### config.mk
export PLATFORM = sky130hd
export DESIGN_NAME = bcd_seg_display
export DESIGN_NICKNAME = d
export VERILOG_FILES = /design/src/rtl/bcd_seg_display.sv
export SDC_FILE = /design/constraint.sdc
export NUM_CORES = 1
export LEC_CHECK = 0
export CORE_MARGIN = 2
export CORE_UTILIZATION = 35
export DETAILED_ROUTE_END_ITERATION = 10
export GPL_TIMING_DRIVEN = 0
export PLACE_DENSITY_LB_ADDON = 0.08
export SLEW_MARGIN = 5
export SYNTH_ARGS = -nofsm -noshare
export SYNTH_HDL_FRONTEND = slang
export SYNTH_SLANG_ARGS = --single-unit
### constraint.sdc
create_clock -name clk -period 6.85 [get_ports clk]
set_clock_uncertainty 0.15 [all_clocks]
set_input_delay 1.7125 -clock clk [delete_from_list [all_inputs] [get_ports clk]]
set_output_delay 1.7125 -clock clk [all_outputs]
set_load 0.01 [all_outputs]
### src/rtl/bcd_seg_display.sv
// Binary-to-BCD converter (sequential double-dabble) feeding a time-multiplexed,
// common-anode, 8-digit seven-segment display; digits 0-4 used, 5-7 held off.
module bcd_seg_display #(
    parameter int REFRESH_DIV = 100000,
    parameter int BLANK_LZ    = 1
) (
    input  logic        clk,
    input  logic        rst,
    input  logic [15:0] value,
    output logic        busy,
    output logic [19:0] bcd,
    output logic        bcd_valid,
    output logic [7:0]  an,
    output logic [6:0]  seg,
    output logic        dp
);

    localparam int CNT_W = (REFRESH_DIV > 2) ? $clog2(REFRESH_DIV) : 1;
    localparam logic [CNT_W-1:0] CNT_MAX = CNT_W'(REFRESH_DIV - 1);

    typedef enum logic [1:0] {
        IDLE  = 2'd0,
        SHIFT = 2'd1,
        DONE  = 2'd2
    } state_t;

    state_t             state_q, state_d;
    logic [35:0]        shreg_q, shreg_d;
    logic [15:0]        src_q, src_d;
    logic               pending_q, pending_d;
    logic [3:0]         iter_q, iter_d;
    logic [19:0]        bcd_q, bcd_d;
    logic               bcd_valid_q, bcd_valid_d;
    logic               busy_q, busy_d;

    logic [CNT_W-1:0]   cnt_q, cnt_d;
    logic [2:0]         idx_q, idx_d;
    logic [7:0]         an_q, an_d;
    logic [6:0]         seg_q, seg_d;

    // One double-dabble iteration: add 3 to every BCD nibble >= 5, then shift left.
    function automatic logic [35:0] dabble_step(input logic [35:0] r);
        logic [35:0] t;
        t = r;
        for (int i = 0; i < 5; i++) begin
            if (t[16 + 4*i +: 4] >= 4'd5) begin
                t[16 + 4*i +: 4] = t[16 + 4*i +: 4] + 4'd3;
            end
        end
        return {t[34:0], 1'b0};
    endfunction

    function automatic logic [6:0] seg_decode(input logic [3:0] d);
        case (d)
            4'd0:    return 7'b1000000;
            4'd1:    return 7'b1111001;
            4'd2:    return 7'b0100100;
            4'd3:    return 7'b0110000;
            4'd4:    return 7'b0011001;
            4'd5:    return 7'b0010010;
            4'd6:    return 7'b0000010;
            4'd7:    return 7'b1111000;
            4'd8:    return 7'b0000000;
            4'd9:    return 7'b0010000;
            default: return 7'b0111111;
        endcase
    endfunction

    always_comb begin
        // NOTE: every variable gets its default first so no path leaves one unassigned (no latches).
        state_d     = state_q;
        shreg_d     = shreg_q;
        src_d       = src_q;
        pending_d   = pending_q;
        iter_d      = iter_q;
        bcd_d       = bcd_q;
        bcd_valid_d = bcd_valid_q;

        case (state_q)
            IDLE: begin
                if (pending_q || (value != src_q)) begin
                    shreg_d   = {20'd0, value};
                    src_d     = value;
                    pending_d = 1'b0;
                    iter_d    = 4'd0;
                    state_d   = SHIFT;
                end
            end
            SHIFT: begin
                shreg_d = dabble_step(shreg_q);
                iter_d  = iter_q + 4'd1;
                if (iter_q == 4'd15) begin
                    state_d = DONE;
                end
            end
            DONE: begin
                bcd_d       = shreg_q[35:16];
                bcd_valid_d = 1'b1;
                state_d     = IDLE;
            end
            default: state_d = IDLE;
        endcase

        busy_d = (state_d != IDLE);
    end

    logic [3:0] digit;
    logic       lead_zero;

    always_comb begin
        cnt_d = cnt_q + CNT_W'(1);
        idx_d = idx_q;
        if (cnt_q == CNT_MAX) begin
            cnt_d = '0;
            idx_d = (idx_q == 3'd4) ? 3'd0 : idx_q + 3'd1;
        end

        // A digit is a leading zero when it and every more significant digit are zero.
        digit     = bcd_q[3:0];
        lead_zero = 1'b0;
        case (idx_q)
            3'd1: begin digit = bcd_q[7:4];   lead_zero = (bcd_q[19:4]  == 16'd0); end
            3'd2: begin digit = bcd_q[11:8];  lead_zero = (bcd_q[19:8]  == 12'd0); end
            3'd3: begin digit = bcd_q[15:12]; lead_zero = (bcd_q[19:12] == 8'd0);  end
            3'd4: begin digit = bcd_q[19:16]; lead_zero = (bcd_q[19:16] == 4'd0);  end
            default: begin digit = bcd_q[3:0]; lead_zero = 1'b0; end
        endcase

        an_d  = 8'hFF;
        seg_d = 7'h7F;
        if (bcd_valid_q && !((BLANK_LZ != 0) && lead_zero)) begin
            an_d  = ~(8'h01 << idx_q);
            seg_d = seg_decode(digit);
        end
    end

    always_ff @(posedge clk) begin
        // NOTE: non-blocking assignments for all flops so every register samples pre-edge values.
        if (rst) begin
            state_q     <= IDLE;
            shreg_q     <= '0;
            src_q       <= '0;
            pending_q   <= 1'b1;
            iter_q      <= '0;
            bcd_q       <= '0;
            bcd_valid_q <= 1'b0;
            busy_q      <= 1'b0;
            cnt_q       <= '0;
            idx_q       <= '0;
            an_q        <= 8'hFF;
            seg_q       <= 7'h7F;
        end else begin
            state_q     <= state_d;
            shreg_q     <= shreg_d;
            src_q       <= src_d;
            pending_q   <= pending_d;
            iter_q      <= iter_d;
            bcd_q       <= bcd_d;
            bcd_valid_q <= bcd_valid_d;
            busy_q      <= busy_d;
            cnt_q       <= cnt_d;
            idx_q       <= idx_d;
            an_q        <= an_d;
            seg_q       <= seg_d;
        end
    end

    assign busy      = busy_q;
    assign bcd       = bcd_q;
    assign bcd_valid = bcd_valid_q;
    assign an        = an_q;
    assign seg       = seg_q;
    assign dp        = 1'b1;

endmodule

==> flow_metrics.py <==
metrics = {
    "outcome": {
        "outcome": "completed",
    },
    "final_layout": {
        "final_cell_area_um2": 7060,
        "num_antenna_cells": 0,
        "final_layout_size_suffix_gt1_frac": 0.0733,
        "synthToLayoutAreaGrowth_pct": 23.9,
        "postLayoutCoreUtil": 0.444,
        "nNetsFinal": 766,
    },
    "route": {
        "drtAntennaViolNets": 0,
        "drt-total-wl_um": 14800,
        "wire_per_inst_um": 15.5,
        "number_of_optimization_iterations_in_the_first_detailed_route_pass": 4,
        "route.detailed.drc": 0,
        "detail_route.vias_per_cell": 5.17,
        "vias": 4929,
        "detailedRoute.firstIterationViolations": 233,
    },
    "placed_design": {
        "count_of_input_and_output_buffers": 54,
        "dp.final_hpwl_um": 10800,
        "post_dp_cell_area_um2": 6500,
        "gp_congestion": 0.827,
    },
    "timing": {
        "worst-slew-pin-transition_ps": 826,
        "grt_setup_unrepaired": "false",
        "clock.fmax_ghz": 0.248,
        "final_hold_violation_count": 0,
        "layout_worst_path_cycle_share": 0.589,
        "finalSetupViolCount": 0,
        "slew_violations": 0,
        "fin_setup_tns_ps": 0,
        "whs_ps": 308,
        "final.min_clock_period_ps": 4040,
        "max-slew-margin-rel": 0.450,
    },
    "global_routing": {
        "groute.usage.overall": 0.182,
        "antenna_violations_before_repair": 0,
        "first_global_vias": 4983,
        "first_pass_grt_wire_length_um": 25400,
        "maximum_number_of_pins_on_one_net_before_global_route_repair": 17,
        "gr-total-overflow": 0,
    },
    "synthesis": {
        "synth_flop_cell": "dfxtp_1",
        "synth_fp_nets": 693,
        "postSynthAreaPerCell_um2": 8.71,
        "synthTopCellsByArea": "dfxtp_1 (41%), nand2b_1 (6.7%), nand2_1 (5.1%)",
        "yosysUniqueCellTypes": 58,
        "synth_largest_type_area_fraction": 0.408,
        "synth_edf_count": 0,
        "synth_top_cell_by_area": "dfxtp_1",
        "synthMostInstantiatedCell": "dfxtp_1",
        "yosysWarnings": 0,
        "yosysSeqAreaShare": 0.408,
        "postSynthCellCount": 654,
        "async_flop_share": 0,
        "netlist_top_cells_count": "dfxtp_1 (116), nand2_1 (77), nand2b_1 (61)",
        "summed_instance_area_of_the_synthesized_netlist_um2": 5690,
        "synth_seq_cells": 116,
    },
    "cts": {
        "cts_tree": "yes",
        "clk_latency_ps": 410,
        "hold_buffers": 0,
        "root_buffer": "clkbuf_16",
        "cts-resized-gates": 0,
        "cts-buffers-inserted": 17,
        "ctsHtreeMaxLevel": 4,
        "clk_pin_slew_ps": 50,
        "cts.path.max_buffers": 2,
        "clock_sink_total": 116,
        "postCtsSetupRepairBufs": 0,
    },
    "floorplanning": {
        "start_util": 0.358,
        "core_area_um2": 15900,
        "num_io_pins": 56,
        "fp-row-count": 46,
        "die_w_um": 132,
        "dieArea_um2": 17300,
        "die_h_um": 132,
    },
    "worst_setup_path": {
        "endpoint_kind": "register",
        "cp_data_arrival_time_ps": 4160,
        "critical_path.startpoint": "rst",
        "crit_required_ps": 6970,
        "timing.critical_path.fanout_max": 10,
        "number_of_cells_on_the_worst_reg_to_reg_path": 8,
        "r2r-start": "idx_q[2]",
        "critical_path_start_type": "input pin",
        "criticalPathCategory": "in2reg",
    },
    "power": {
        "largest_vdd_supply_drop_uv": 189,
        "post-layout-total-power_uw": 1660,
        "power_per_cell_area_nw_per_um2": 236,
        "leakage_uw": 0.00256,
    },
    "hold_path": {
        "whs_path_depth": 1,
        "worst_min_delay_path_startpoint": "cnt_q[0]",
        "min_path_type": "reg2reg",
    },
    "job": {
        "cap_viol_max_count": 0,
    },
}
## worst paths after layout
| check | end | slack, ps |
|---|---|---|
| worst min-delay path | cnt_q[0] | 310 |
| worst max-delay path | shreg_q[7] | 2810 |
| worst max register to register | seg[2] | 3930 |
| worst min register to register | cnt_q[0] | 310 |
## cell usage in the layout, fill, tap and decap left out, drive strengths merged, types with 10 or more instances in the layout
master and n:
nand2b 61, nand3 15, ha 21, xnor2 10
o22ai 20, inv 23, o21ai 18, xor2 29
nor2 39, clkdlybuf4s50 54, mux2i 20, clkbuf 53
a221oi 16, dfxtp 116, buf 11, nand2 78
a21oi 49
## stage by stage
step           cells  setup WS (ps)
5_1_grt          953           2600
3_3_place_gp     924           2410
3_5_place_dp     924           2340
2_1_floorplan    654           3590
4_1_cts          953           2780
6_report         953           2810
## sequential cells by signal, summed over array words and instances, names as in the netlist, 2 cells and up
register / cells
shreg_q: 36
bcd: 20
cnt_q: 17
src_q: 16
an: 8
seg: 7
iter_q: 4
idx_q: 3
state_q: 2
## power by group
group	internal, µW	switching [µW]	leakage [µW]
combinational	53.3	73.0	0.00134
clock	537	292	0.000278
sequential	696	12.4	0.000945
total	1290	377	0.00256
## area by class of cell
cell class | count | area (µm²)
Inverter | 24 | 90.1
Clock buffer | 24 | 502
Multi-Input combinational cell | 474 | 3090
Tap cell | 216 | 270
Sequential cell | 116 | 2320
Fill cell | 1579 | 8830
Buffer | 40 | 193
Clock inverter | 5 | 50.0
Timing Repair Buffer | 54 | 541
## worst max-delay path: stages
cell and delay, ps:
clkdlybuf4s50_1 480, clkbuf_1 380, clkbuf_1 420, clkbuf_1 510, clkbuf_1 460, o22ai_1 180
## per-layer routing
metal  GRT usage  wire [µm]  vias up
li1            -          -     2443
met1       0.231       6750     2349
met2       0.295       7080      111
met3      0.0455        705       26
met4      0.0725        264        0
met5           0          0        -
## logic make-up (layout without fill, tap and decap cells)
family / count (synthesis) / in the layout / share of synthesized area
AO/OA/AOI/OAI: 146 / 146 / 0.174
XOR/XNOR: 39 / 39 / 0.0600
other: 1 / 1 / 0.000659
flip-flops: 116 / 116 / 0.408
buffers and inverters: 64 / 147 / 0.0497
AND/OR/NAND/NOR: 245 / 245 / 0.221
multiplexers: 22 / 22 / 0.0413
adder cells (fa/ha/maj): 21 / 21 / 0.0461
Power figures use the tool's default switching activity.
